<file path="config.mk">
export PLATFORM = sky130hd
export DESIGN_NAME = vector_packer
export DESIGN_NICKNAME = d
export VERILOG_FILES = /design/src/rtl/lebug_pkg.sv /design/src/rtl/vector_packer.sv
export SDC_FILE = /design/constraint.sdc
export NUM_CORES = 1
export LEC_CHECK = 0
export BUFFER_PORTS_ARGS = -buffer_cell sky130_fd_sc_hd__clkbuf_2
export CAP_MARGIN = 15
export CORE_AREA = 5 5 163 244
export CTS_CLUSTER_SIZE = 14
export DETAILED_ROUTE_END_ITERATION = 8
export DIE_AREA = 0 0 168 249
export PLACE_DENSITY = 0.76
export SYNTH_ARGS = -nofsm -noshare
export SYNTH_HDL_FRONTEND = slang
export SYNTH_SLANG_ARGS = --single-unit
</file>
<file path="constraint.sdc">
create_clock -name clk -period 5.4 [get_ports clk]
set_input_delay 0 -clock clk [delete_from_list [all_inputs] [get_ports clk]]
set_output_delay 0 -clock clk [all_outputs]
set_load 0.005 [all_outputs]
</file>
<file path="src/rtl/lebug_pkg.sv">
// Shared definitions for the lebug trace pipeline: configuration ids and
// the vector packer's pad-mode encoding.
package lebug_pkg;

    localparam logic [7:0] PACKER_CFG_ID = 8'd1;

    typedef enum logic {
        ZERO_PAD = 1'b0,
        DROP     = 1'b1
    } pad_mode_e;

endpackage

</file>
<file path="src/rtl/vector_packer.sv">
// Packs M scalars per cycle into N-lane vectors, flushing partial vectors on
// end-of-frame either zero-padded or dropped depending on the configured pad mode.
module vector_packer
    import lebug_pkg::*;
#(
    parameter int N          = 8,
    parameter int DATA_WIDTH = 32,
    parameter int M          = 2
) (
    input  logic                           clk,
    input  logic                           rst_n,
    input  logic                           valid_in,
    input  logic                           eof_in,
    input  logic                           tracing,
    input  logic [7:0]                     configId,
    input  logic [7:0]                     configData,
    input  logic [M-1:0][DATA_WIDTH-1:0]   scalar_in,
    output logic                           enqueue,
    output logic                           eof_out,
    output logic [N-1:0][DATA_WIDTH-1:0]   vector_out
);

    localparam int SLOTS = N / M;
    localparam int KW    = (SLOTS > 1) ? $clog2(SLOTS) : 1;
    localparam logic [KW-1:0] LAST_SLOT = KW'(SLOTS - 1);

    logic [KW-1:0]                 k_q, k_d, k_adv;
    logic [N-1:0][DATA_WIDTH-1:0]  staging_q, staging_d, padded;
    logic [N-1:0][DATA_WIDTH-1:0]  vector_q, vector_d;
    logic                          enqueue_q, enqueue_d;
    logic                          eof_q, eof_d;
    pad_mode_e                     pad_mode_q, pad_mode_d;

    logic accept;
    logic flush;
    logic complete;

    assign accept   = valid_in && tracing;
    assign flush    = eof_in && tracing;
    assign complete = accept && (k_q == LAST_SLOT);

    // staging_d is the staging content including this cycle's chunk; padded
    // keeps only lanes belonging to slots already filled (after this write).
    for (genvar gi = 0; gi < N; gi++) begin : g_lane
        localparam logic [KW-1:0] LANE_SLOT = KW'(gi / M);
        assign staging_d[gi] = (accept && (k_q == LANE_SLOT)) ? scalar_in[gi % M]
                                                              : staging_q[gi];
        assign padded[gi]    = (LANE_SLOT < k_adv) ? staging_d[gi] : '0;
    end

    always_comb begin
        k_adv = k_q;
        if (accept) begin
            k_adv = (k_q == LAST_SLOT) ? '0 : k_q + KW'(1);
        end
    end

    always_comb begin
        k_d        = k_adv;
        enqueue_d  = 1'b0;
        eof_d      = 1'b0;
        vector_d   = vector_q;
        pad_mode_d = pad_mode_q;

        if (configId == PACKER_CFG_ID) begin
            pad_mode_d = pad_mode_e'(configData[0]);
        end

        // A completing chunk absorbs a coincident eof: one vector, flagged.
        if (complete) begin
            enqueue_d = 1'b1;
            eof_d     = flush;
            vector_d  = staging_d;
        end else if (flush) begin
            eof_d = 1'b1;
            k_d   = '0;
            if ((k_adv != '0) && (pad_mode_q == ZERO_PAD)) begin
                enqueue_d = 1'b1;
                vector_d  = padded;
            end
        end
    end

    always_ff @(posedge clk) begin
        if (!rst_n) begin
            k_q        <= '0;
            staging_q  <= '0;
            vector_q   <= '0;
            enqueue_q  <= 1'b0;
            eof_q      <= 1'b0;
            pad_mode_q <= ZERO_PAD;
        end else begin
            k_q        <= k_d;
            staging_q  <= staging_d;
            vector_q   <= vector_d;
            enqueue_q  <= enqueue_d;
            eof_q      <= eof_d;
            pad_mode_q <= pad_mode_d;
        end
    end

    assign enqueue    = enqueue_q;
    assign eof_out    = eof_q;
    assign vector_out = vector_q;

endmodule

</file>
Word-level counts from Yosys, hierarchy flattened. Cells that the tools add are included. W data, S select, Z words.

Bits in latches: 0. Bits in writable memories: 0. Input port bits: 85. Logic and storage cells: 70. Output and inout port bits: 258. Register bits: 517. Memories: 0. Memory bits (read-only): 0.

Mux-type cells: 28. Add/subtract/negate cells: 1. Equality and inequality tests: 4. $mul: 0. Bitwise gates (word level): 1. Reduce and logical (&&, ||, !) cells: 12. Div/mod/pow operators: 0. $lt $le $gt $ge: 4. Shift operators: 0.

Operators by type and width (number): $mux W256 (3); $mux W32 (16); $eq A8 B1 Y1 const B (1); $mux W2 (4); $logic_and A1 B1 Y1 (7); $reduce_bool A2 Y1 (3); $mux W1 (5); $eq A2 B2 Y1 const B (2); $lt A1 B2 Y1 const A (2); $lt A2 B2 Y1 const A (2); $add A2 B1 Y2 const B (1); $eq A2 B1 Y1 const B (1); $logic_not A2 Y1 (1); $reduce_and A2 Y1 (1); $not A1 Y1 (1).

Depth between registers and ports, before layout.
Word-level depth: 8. Depth in mapped cells: 8. Depth with buffers taken out: 6.

Worst setup path after synthesis. OpenSTA, ideal clock, no wires.

Path kind: register to register. Start point: register k_q[0]. End point: register vector_q (netlist bit vector_out[0]). Stages on the path, launching flop included: 9. Buffers on the path: 2. Clock period less this slack: 1.945 ns. Arrival time: 1.829 ns. Slack: 3.455 ns. Library setup time: 0.116 ns. Data required time: 5.284 ns. Path through: dfxtp_1 -> inv_1 -> ha_1 -> nor2_1 -> a31o_2 -> clkbuf_1 -> buf_2 -> nor4_1 -> a31o_1.

Longest elaborated chain between the ends: 8. Elaborated cells between the ends (all ways): 18. Classes of those cells: add/sub (1); order compare (1); eq/ne (1); mux (7); reduce/logical (8).

RTL lines: from (decl) (line vector_packer.sv:27) `logic [KW-1:0] k_q, k_d, k_adv;`; from (signal assigned) (line vector_packer.sv:93) `k_q <= k_d;`; $add A2 B1 Y2 or $eq A2 B2 Y1 (tied branches) (line vector_packer.sv:54, vector_packer.sv:40); $mux W2 (line vector_packer.sv:54) `k_adv = (k_q == LAST_SLOT) ? '0 : k_q + KW'(1);`; $mux W2 (line vector_packer.sv:53) `if (accept) begin`; $lt A1 B2 Y1 (line vector_packer.sv:48) `assign padded[gi] = (LANE_SLOT < k_adv) ? staging_d[gi] : '0;`; $mux W32 (line vector_packer.sv:48); $mux W256 (line vector_packer.sv:77) `if ((k_adv != '0) && (pad_mode_q == ZERO_PAD)) begin`; $mux W256 (line vector_packer.sv:74) `end else if (flush) begin`; $mux W256 (line vector_packer.sv:70) `if (complete) begin`; to (signal assigned) (line vector_packer.sv:95) `vector_q <= vector_d;`; to (decl) (line vector_packer.sv:29) `logic [N-1:0][DATA_WIDTH-1:0] vector_q, vector_d;`.

Several ways; a longest one is shown, not always the timed one. The select of a mux whose other input is x is not followed. A chain may end at the register's enable or synchronous reset.

Worst setup path in the final report.
Start point: register k_q[0]. End point: register vector_q (netlist bit vector_out[5]).

Same word-level chain as after synthesis.

==> impl_metrics.toml <==
[timing]
setup_tns_ns = 0
relSlewSlack_pct = 24.12
final_max_slew_viol_count = 0
worst_pin_slew_ns = 1.138
hold_viol = 0
setup_ws_ns = 2.043
rsz0062_at_grt = "false"
period_share_pct = 62.17
setup_viol = 0
holdWs_ns = 0.1068
skew_ns = 0.009996
fmaxAchievable_mhz = 297.9
period_minus_slack_ns = 3.357

[clock_tree]
cts_sinks = 453
cts_tree = "done"
post_cts_resized = 0
htree_levels = 2
numCtsBuffers = 43
cts_buffer_depth = 3
root_buffer = "clkbuf_16"
clk_latency_ns = 0.54
clk_pin_slew_ns = 0.06
cts_hold_buf = 71
postCtsSetupBuffers = 0

[worst_setup_path]
end_kind = "register"
path_class = "register to register"
max_stage_delay_ns = 0.75
cp_data_required_time_ns = 5.88
crit_path_cell_trace = "inv_1 > ha_1 > nor2_1 > a31o_4 > or2_4 > buf_12 > a31o_1"
cp_slowest_cell = "or2_4"
cp.buffers_inverters = 2
crit_family = "compound AO/OA/AOI/OAI gates"
regToRegSetupSlack_ns = 2.04
worstSetupStartpointType = "register"
crit_path_max_fanout = 71
cp.arrival_ns = 3.84

[routing]
vias = 13110
wl_um = 46950
dr.first_iter.drc_count = 1191
ant_nets = 0
drtPass1Iterations = 8
routedWlPerCell_um = 20.27
drt-vias-per-instance = 5.662
drc = 0

[placement]
dp_cells = 2169
io_buffers = 335
dp_slack_ns = 2.033
gp_congestion = 0.7793
dp_hpwl_um = 28210

[run]
maxCapViolations = 0

[power_and_ir_drop]
power_density_nw_per_um2 = 340.9
power.leakage_nw = 9.238
peakVddDrop_mv = 0.2562

[die]
dieArea_um2 = 41830
chipWidth_um = 168
die_h_um = 249
initial_core_util_pct = 43.55
io_pins = 343
core_area_um2 = 37340
rows = 87

[finish]
final_layout_size_suffix_gt1_share_pct = 24.32
area_delta_synth_final_pct = 23.03
postLayoutCoreUtil_pct = 53.58
final_cells = 2316
nNetsFinal = 1885

[synthesis]
netlist_area_um2 = 16260
synth_warnings = 0
synth_top_area_share_pct = 55.78
synth.avg_cell_area_um2 = 10.86
synth.largest_area_cell = "dfxtp_1"
syn_inst = 1497
synth-async-reset-ratio_pct = 0
synth_most_common_cell = "dfxtp_1"
synth-seq-cells = 453
synth_fp_nets = 1586
yosys-top-cells-area = "dfxtp_1 (56%), mux2i_1 (12%), a31o_1 (5.9%), nor4_1 (5.0%), nor2_1 (4.5%)"
ys.flop_type = "dfxtp_1"
synth_common_cells = "dfxtp_1 (453), nor2_1 (195), mux2i_1 (192)"
synth-edff-count = 0
synth_cell_types = 33
ys_seq_area_share_pct = 55.78

[min_path]
hold_class = "input port to register"

[status]
status = "complete, no violations"

[global_routing]
grt.overflow.total = 0
grt_pass1_wl_um = 73070
grt_start_max_net_pins = 172
antenna_found_initial = 1
grtUsageTotal_pct = 21.12
grt_pass1_vias = 12990
==> cell type report <==
| class | instances | area, um^2 |
|---|---|---|
| sequential | 453 | 9069 |
| multi-input combinational | 873 | 6407 |
| clock buffer | 63 | 1244 |
| timing repair buffer | 421 | 2519 |
| clock inverter | 12 | 128.9 |
| antenna | 1 | 2.502 |
| inverter | 4 | 22.52 |
| tap | 489 | 611.8 |
| fill | 3181 | 17330 |
==> placed cells by master (no fill, tap or decap), types with 2 or more instances in the layout <==
master / instances
nand3_1: 2
a31o_1: 109
buf_4: 14
o21ai_0: 3
a22o_1: 64
dfxtp_1: 453
o211ai_1: 64
clkbuf_1: 13
clkbuf_16: 45
o31ai_1: 64
inv_1: 3
a21oi_1: 3
nand3_4: 2
inv_6: 2
a31o_2: 19
ha_1: 4
clkbuf_2: 334
clkbuf_8: 5
clkinv_2: 5
mux2i_1: 192
nor2_1: 195
a211oi_1: 2
a211o_2: 2
dlygate4sd3_1: 71
bufinv_16: 2
nor4_1: 130
nand2_1: 5
clkinvlp_4: 2
inv_8: 2
==> worst min-delay path: stages <==
cell	delay, ns
buf_6	0.32
o211ai_1	0.19
o31ai_1	0.07
==> registers in the layout, summed over array words and instances (netlist names) <==
| signal | count |
|---|---|
| eof_out | 1 |
| k_q | 2 |
| staging_q | 192 |
| vector_out | 256 |
| enqueue | 1 |
| pad_mode_q | 1 |
==> through the flow <==
stage,power (mW),instance area (um^2)
5_1_grt,7.054,20000
2_1_floorplan,3.755,16260
4_1_cts,6.880,20000
3_3_place_gp,3.878,17920
6_report,6.819,20000
3_5_place_dp,3.890,17920
==> layer usage <==
metal  vias to the layer above  track usage (%)  wire, um  share of wire [%]
li1                       6148                -         -                  -
met1                      6396            25.54     18800                 40
met2                       458            36.64     23680                 50
met3                       112            3.239      2339                5.0
met4                         0            9.861      2121                4.5
met5                         -                0         0                  0
==> power by group <==
| group | leakage (nW) | internal [mW] | switching [mW] |
|---|---|---|---|
| sequential | 3.66 | 3.39 | 0.0166 |
| combinational | 4.91 | 0.135 | 0.320 |
| clock | 0.669 | 1.70 | 1.26 |
==> worst paths after layout <==
path,depth (start not counted),to,start
worst max-delay path,7,vector_out[5],k_q[0]
worst min-delay path,3,vector_out[159],rst_n
worst max register to register,7,vector_out[5],k_q[0]
worst min register to register,1,vector_out[120],vector_out[120]
==> cell families (layout without fill, tap and decap cells) <==
| kind of cell | after synthesis | count (layout) | share of synthesized area (%) |
|---|---|---|---|
| AND/OR/NAND/NOR | 344 | 344 | 10.17 |
| flip-flops | 453 | 453 | 55.78 |
| buffers and inverters | 171 | 500 | 5.125 |
| AO/OA/AOI/OAI | 333 | 333 | 16.80 |
| adder cells (fa/ha/maj) | 4 | 4 | 0.3078 |
| other | 0 | 1 | 0 |
| multiplexers | 192 | 192 | 11.82 |
Note: power is estimated with default switching activity, not from simulation.
